**config.mk**
```make
export PLATFORM = sky130hd
export DESIGN_NAME = reg_file
export DESIGN_NICKNAME = d
export VERILOG_FILES = /design/src/rtl/reg_file_pkg.sv /design/src/rtl/reg_file_hilo.sv /design/src/rtl/reg_file.sv
export SDC_FILE = /design/constraint.sdc
export NUM_CORES = 2
export LEC_CHECK = 0
export CORE_MARGIN = 4
export CORE_UTILIZATION = 35
export CTS_CLUSTER_SIZE = 12
export DETAILED_ROUTE_END_ITERATION = 7
export MAX_ROUTING_LAYER = met4
export PLACE_DENSITY_LB_ADDON = 0.12
export SLEW_MARGIN = 5
export SYNTH_ARGS = -nofsm -noshare
export SYNTH_HDL_FRONTEND = slang
export SYNTH_HIERARCHICAL = 1
export SYNTH_SLANG_ARGS = --single-unit
```
**constraint.sdc**
```tcl
create_clock -name clk -period 4.43 [get_ports clk]
set_input_delay 1.329 -clock clk [delete_from_list [all_inputs] [get_ports clk]]
set_output_delay 1.329 -clock clk [all_outputs]
set_load 0.01 [all_outputs]
```
**src/rtl/reg_file_pkg.sv**
```systemverilog
// Shared widths, constants and read-source selection for the MIPS32 register file.
package reg_file_pkg;

  localparam int unsigned WORD_WIDTH     = 32;
  localparam int unsigned REG_ADDR_WIDTH = 5;
  localparam int unsigned REG_NUM        = 2 ** REG_ADDR_WIDTH;
  localparam logic [REG_ADDR_WIDTH-1:0] REG_ZERO  = '0;
  localparam logic [WORD_WIDTH-1:0]     ZERO_WORD = '0;

  typedef struct packed {
    logic hi;
    logic lo;
  } hilo_we_t;

  typedef enum logic [1:0] {
    SRC_ZERO,
    SRC_BYPASS,
    SRC_ARRAY
  } rd_src_t;

  // Reset forces zero on every read port, and $zero wins over a bypass hit.
  function automatic rd_src_t read_source(input logic in_reset,
                                          input logic is_zero,
                                          input logic bypass_hit);
    if (in_reset || is_zero) return SRC_ZERO;
    if (bypass_hit)          return SRC_BYPASS;
    return SRC_ARRAY;
  endfunction

endpackage

```
**src/rtl/reg_file_hilo.sv**
```systemverilog
// HI/LO register pair with independent write strobes and optional write-through.
module hilo_reg
  import reg_file_pkg::*;
#(
  parameter int unsigned W      = WORD_WIDTH,
  parameter bit          BYPASS = 1'b1
) (
  input  logic         clk,
  input  logic         rst,
  input  logic [1:0]   hilo_we,
  input  logic [W-1:0] hi_wdata,
  input  logic [W-1:0] lo_wdata,
  output logic [W-1:0] hi_rdata,
  output logic [W-1:0] lo_rdata
);

  hilo_we_t     we;
  logic [W-1:0] hi_q;
  logic [W-1:0] lo_q;
  rd_src_t      hi_src;
  rd_src_t      lo_src;

  assign we = hilo_we_t'(hilo_we);

  always_ff @(posedge clk or negedge rst) begin
    if (!rst) begin
      hi_q <= '0;
      lo_q <= '0;
    end else begin
      if (we.hi) hi_q <= hi_wdata;
      if (we.lo) lo_q <= lo_wdata;
    end
  end

  always_comb begin
    hi_src   = read_source(!rst, 1'b0, BYPASS && we.hi);
    hi_rdata = '0;
    unique case (hi_src)
      SRC_BYPASS: hi_rdata = hi_wdata;
      SRC_ARRAY:  hi_rdata = hi_q;
      default:    hi_rdata = '0;
    endcase
  end

  always_comb begin
    lo_src   = read_source(!rst, 1'b0, BYPASS && we.lo);
    lo_rdata = '0;
    unique case (lo_src)
      SRC_BYPASS: lo_rdata = lo_wdata;
      SRC_ARRAY:  lo_rdata = lo_q;
      default:    lo_rdata = '0;
    endcase
  end

  hilo_we_known: assert property (@(posedge clk) disable iff (!rst) !$isunknown(hilo_we));

endmodule

```
**src/rtl/reg_file.sv**
```systemverilog
// MIPS32 architectural register file: 32 GPRs with write-through reads, plus HI/LO.
module reg_file
  import reg_file_pkg::*;
#(
  parameter int unsigned W      = WORD_WIDTH,
  parameter int unsigned AW     = REG_ADDR_WIDTH,
  parameter bit          BYPASS = 1'b1
) (
  input  logic          clk,
  input  logic          rst,
  input  logic          write_en,
  input  logic [AW-1:0] waddr,
  input  logic [W-1:0]  reg_write_data,
  input  logic [AW-1:0] raddr1,
  input  logic [AW-1:0] raddr2,
  output logic [W-1:0]  rdata1,
  output logic [W-1:0]  rdata2,
  input  logic [1:0]    hilo_we,
  input  logic [W-1:0]  hi_wdata,
  input  logic [W-1:0]  lo_wdata,
  output logic [W-1:0]  hi_rdata,
  output logic [W-1:0]  lo_rdata,
  input  logic [AW-1:0] dbg_addr,
  output logic [W-1:0]  dbg_data
);

  localparam int unsigned DEPTH = 2 ** AW;

  logic [W-1:0] gpr [DEPTH];
  rd_src_t      src1;
  rd_src_t      src2;

  always_ff @(posedge clk or negedge rst) begin
    if (!rst) begin
      for (int unsigned i = 0; i < DEPTH; i++) gpr[i] <= '0;
    end else if (write_en && waddr != '0) begin
      gpr[waddr] <= reg_write_data;
    end
  end

  always_comb begin
    src1   = read_source(!rst, raddr1 == '0, BYPASS && write_en && (waddr == raddr1));
    rdata1 = '0;
    unique case (src1)
      SRC_BYPASS: rdata1 = reg_write_data;
      SRC_ARRAY:  rdata1 = gpr[raddr1];
      default:    rdata1 = '0;
    endcase
  end

  always_comb begin
    src2   = read_source(!rst, raddr2 == '0, BYPASS && write_en && (waddr == raddr2));
    rdata2 = '0;
    unique case (src2)
      SRC_BYPASS: rdata2 = reg_write_data;
      SRC_ARRAY:  rdata2 = gpr[raddr2];
      default:    rdata2 = '0;
    endcase
  end

  // Stored array only; the peek port never sees an in-flight write.
  assign dbg_data = gpr[dbg_addr];

  hilo_reg #(
    .W      (W),
    .BYPASS (BYPASS)
  ) u_hilo (
    .clk      (clk),
    .rst      (rst),
    .hilo_we  (hilo_we),
    .hi_wdata (hi_wdata),
    .lo_wdata (lo_wdata),
    .hi_rdata (hi_rdata),
    .lo_rdata (lo_rdata)
  );

  write_en_known: assert property (@(posedge clk) disable iff (!rst) !$isunknown(write_en));

endmodule

```
-- After elaboration in Yosys (flattened, before gate mapping)
Cells that the tools add are included.
- bitwise gates (word level): 4
- muxes and demuxes: 41
- $lt $le $gt $ge: 5
- reductions and logical operators: 10
- equality and inequality tests: 10
- operator list (kind ; number):
    bitwise mux 1024 bit ; 1
    binary-select mux 32 bit (select 5 bit) ; 3
    one-hot mux 32 bit (2 select lines) ; 4
    two-way mux 32 bit ; 7
    demux 32 bit (select 5 bit) ; 1
    two-way mux 2 bit ; 15
    greater-or-equal comparator 6 bit, second input constant ; 4
    inverter 5 -> 6 bit ; 4
    equality test 5 bit ; 2
    logical NOT 5 bit ; 2
    two-way mux 1 bit ; 10
    equality test 2 x 1 -> 1 bit, second input constant ; 4
    equality test 2 bit, second input constant ; 4
    < comparator 6 x 1 -> 1 bit, second input constant ; 1
    nonzero test 5 bit ; 1
    logical AND 1 bit ; 4
    logical OR 1 bit ; 2
    logical NOT 1 bit ; 1
- flip-flop bits (word level): 1088
- input port bits: 121
- output and inout port bits: 160

-- Longest topological paths before layout
- word-level depth: 8
- depth in mapped cells: 10

-- Hierarchy
The synthesis kept the hierarchy.
- by module, submodules not included (module ; area an instance (um2) ; times used ; cells an instance):
    reg_file ; 62777.7 ; 1 ; 3921
    hilo_reg ; 3120.5 ; 1 ; 206

-- Least setup slack after synthesis
Ideal clock, no wire load.
- path kind: input to output
- start: in dbg_addr[0]
- end: out dbg_data[10]
- arrival: 3.280 ns
- stages: 5
- buffers on the path: 2
- slack: -0.179 ns
- cells stage by stage: clkbuf_1 > clkbuf_1 > mux4_2 > mux4_2 > mux2_2
- cells in the longest elaborated chain, start to end: 4
- ends and longest elaborated chain (item ; RTL line ; source):
    from (decl) ; reg_file.sv:23 ; input logic [AW-1:0] dbg_addr,
    inverter 5 -> 6 bit (implied by the code) ; reg_file.sv:62 ; assign dbg_data = gpr[dbg_addr];
    binary-select mux 32 bit (select 5 bit) ; reg_file.sv:62 ;
    two-way mux 32 bit (implied by the code) (2 in a row) ; reg_file.sv:62 ;
    to (decl) ; reg_file.sv:24 ; output logic [W-1:0] dbg_data
Every way passes these cells. The select of a mux whose other input is x is not followed.

-- Worst setup path after layout
- start: in raddr2[0]
- end: out rdata2[15]
- cells in the longest elaborated chain, start to end: 8
- elaborated cells between the ends (all ways): 17
- those cells by class: eq/ne: 3; mux: 10; bitwise: 1; reduce/logical: 3
- ends and longest elaborated chain (item ; RTL line ; source):
    from (decl) ; reg_file.sv:15 ; input logic [AW-1:0] raddr2,
    equality test 5 bit ; reg_file.sv:52 ; src2 = read_source(!rst, raddr2 == '0, BYPASS && write_en && (waddr == raddr2));
    logical AND 1 bit ; reg_file.sv:52 ;
    two-way mux 1 bit (2 in a row) ; reg_file_pkg.sv:26 ; if (bypass_hit) return SRC_BYPASS;
    two-way mux 2 bit ; reg_file_pkg.sv:27 ; return SRC_ARRAY;
    two-way mux 2 bit ; reg_file_pkg.sv:26 ;
    equality test 2 bit / equality test 2 x 1 -> 1 bit (equally long branches) ; reg_file.sv:54 ; unique case (src2)
    one-hot mux 32 bit (2 select lines) (*) ; reg_file.sv:54 ;
    to (decl) ; reg_file.sv:17 ; output logic [W-1:0] rdata2,
Mark *: on every way between the ends. The rest lies on a longest branch, timed or not. The select of a mux whose other input is x is not followed.

==> results_dict.tcl <==
set metrics [dict create \
    finalPower_mw 34.8 \
    fin_setup_tns_ps -30170 \
    grt_pass1_wl_mm 385 \
    synth-seq-area-share 0.413 \
    viasPerCell 6.11 \
    arrival_ps 3600 \
    drc_errors 0 \
    peakVddDrop_mv 0.261 \
    cts_tree "done" \
    drive_above_1_share 0.675 \
    core_area_um2 186000 \
    worst_pin_slew_ps 1120 \
    cts_made_buffers 140 \
    syn_area_um2 65900 \
    fin_nets 5020 \
    die_w_um 442 \
    p_leak_nw 36.6 \
    power_density_nw_per_um2 401 \
    worstPathRequired_ps 3100 \
    rsz0062_at_grt "yes" \
    via_count 45800 \
    ant_nets 0 \
    holdBufCountCts 0 \
    htreeDepth 4 \
    path_max_fanout 7 \
    portBuffers 280 \
    synth-seq-cells 1088 \
    io_pins 281 \
    cts-root-buf "clkbuf_16" \
    layout_min_cycle_time_ps 4930 \
    grt_max_degree 165 \
    fillers 16400 \
    syn_inst 4127 \
    placed_area_um2 76300 \
    die_h_um 442 \
    cts.reportedPaths.clkPinSlew_ps 50 \
    areaGrowthSynthToFinish_pct 31.7 \
    clock_sinks 1088 \
    synth_edf_count 0 \
    ys_types 53 \
    clock.fmax_mhz 203 \
    hold_viol_final 0 \
    whs_path_depth 0 \
    fin_ws_ps -497 \
    synth.avg_cell_area_um2 16.0 \
    die_area_um2 195000 \
    grt-ovfl-total 0 \
    antenna_found_initial 5 \
    violations "setup timing" \
    maxSlewViolCount 0 \
    grtUsageTotal 0.284 \
    clock-skew-final_ps 0 \
    multiInputGateArea_um2 38000 \
    wire_per_inst_um 36.4 \
    firstDrtPassIters 5 \
    critical_path.startpoint_type "input port" \
    finalWeightedCongestion 0.858 \
    synthesis.nets 4248 \
    hold_path_class "reg2reg" \
    hpwlAfterDp_mm 174 \
    status "finished with violations" \
    ys_warn_count 6 \
    fin_crit_sh 1.11 \
    ys_async_sr_fraction 1.00 \
    cts_buffer_depth 3 \
    design_area_um2 86800 \
    drv_cap 0 \
    totalWireLength_mm 273 \
    initialDrtViolationCount 4079 \
    rows 158 \
    seq_area_um2 27200 \
    slew_headroom 0.253 \
    pre_cts_slack_ps -1360 \
    utilization 0.466 \
    setup_viol 96 \
    first_global_vias 47500 \
    endpoint_kind "output port" \
    synth_top_flop_cell "dfrtp_1" \
    r2r_cells 1 \
    clock_latency_ps 780 \
    crit_type "in2out" \
    start_util 0.354 \
]
-- area by class of cell --
type	count	area share
Multi-Input combinational cell	2541	0.438
Sequential cell	1088	0.314
Timing Repair Buffer	1123	0.158
Clock buffer	213	0.0497
Tap cell	2480	0.0358
Clock inverter	36	0.00412
Inverter	5	0.000303
Antenna cell	2	0.0000577
-- synthesized netlist by cell type, drive strengths merged, types with 19 or more instances --
cell | instances | area share
mux2 | 1113 | 0.19
a221o | 30 | 0.0046
nor2 | 58 | 0.0033
a211oi | 32 | 0.0036
o21ai | 19 | 0.0014
clkbuf | 279 | 0.016
mux4 | 877 | 0.30
dfrtp | 1088 | 0.41
nand2 | 56 | 0.0032
buf | 214 | 0.019
nor2b | 47 | 0.0045
and2 | 71 | 0.0069
mux2i | 78 | 0.012
-- worst max-delay path, cell delays in order --
cell     delay, ps
buf_16         150
buf_16         160
buf_16         140
mux4_2         500
mux4_2         580
nor2b_4        170
a221o_2        390
buf_6          160
-- sequential cells by signal (all words and copies together) (netlist names) --
register     flops
gpr           1024
u_hilo/hi_q     32
u_hilo/lo_q     32
-- power breakdown --
group | leakage (nW) | total, mW | switching [mW] | internal, mW
logic | 20.4 | 9.66 | 3.69 | 5.96
clock network | 2.31 | 11.6 | 4.65 | 6.99
registers | 13.9 | 13.5 | 1.75 | 11.8
total | 36.6 | 34.8 | 10.1 | 24.7
-- cells in the final DEF, fill, tap and decap left out, types with 8 or more instances in the layout --
master,netlist,final
a221o_1,30,28
buf_16,0,56
clkbuf_16,0,153
clkbuf_8,0,41
nor2_1,57,11
a211oi_1,32,18
clkbuf_1,279,26
o41ai_4,0,8
clkinv_2,0,18
nor2_2,1,9
dfrtp_1,1088,1088
mux2_2,1053,1019
nor2b_4,0,8
mux2_4,60,94
a221oi_1,17,14
nand2_2,0,9
mux2i_1,78,72
a2111oi_2,0,8
buf_12,6,227
a211oi_2,0,12
mux4_2,877,877
a22oi_1,13,9
nor2_4,0,38
clkdlybuf4s50_1,0,160
buf_2,106,39
nand2_1,56,28
buf_4,25,438
buf_8,0,40
nand2_4,0,19
buf_6,20,145
nor2b_1,47,38
and2_1,67,65
-- timing repair --
item	4_1_cts	5_1_grt
gates cloned	44	5
resized for setup	889	235
setup endpoints to repair	96	96
setup buffers	200	86
pin swaps	71	58
endpoints found under the hold margin	0	0
-- stage by stage --
step / instances / hold slack, ps
6_report: 7488 / 413
5_1_grt: 7488 / 428
4_1_cts: 7448 / 415
3_5_place_dp: 6973 / 402
3_3_place_gp: 6973 / 396
2_1_floorplan: 4127 / 458
-- cells by family (layout without fill, tap and decap cells) --
| kind of cell | after synthesis | after routing | synth area share |
|---|---|---|---|
| multiplexers | 2068 | 2068 | 0.505 |
| flip-flops | 1088 | 1088 | 0.413 |
| buffers and inverters | 498 | 1377 | 0.0356 |
| AND/OR/NAND/NOR | 258 | 258 | 0.0203 |
| AO/OA/AOI/OAI | 205 | 205 | 0.0244 |
| XOR/XNOR | 10 | 10 | 0.00133 |
| other | 0 | 2 | 0 |
-- worst paths after layout --
kind                                  startpoint                    end  slack [ps]
setup / recovery                       raddr2[0]             rdata2[15]        -500
hold / removal             gpr[1003]$_DFFE_PN0P_  gpr[1003]$_DFFE_PN0P_         410
setup reg to reg            gpr[854]$_DFFE_PN0P_   gpr[854]$_DFFE_PN0P_        3600
hold reg to reg            gpr[1003]$_DFFE_PN0P_  gpr[1003]$_DFFE_PN0P_         410
max in group asynchronous                    rst   gpr[707]$_DFFE_PN0P_        1150
min in group asynchronous                    rst   gpr[979]$_DFFE_PN0P_         750
-- metal layers --
layer / GRT usage / vias up / wire length (um)
li1: - / 18200 / -
met3: 0.0443 / 518 / 15800
met2: 0.454 / 1819 / 133000
met1: 0.366 / 25200 / 112000
met5: - / - / 0
met4: 0.111 / 0 / 12100
Note: power is estimated with default switching activity, not from simulation.
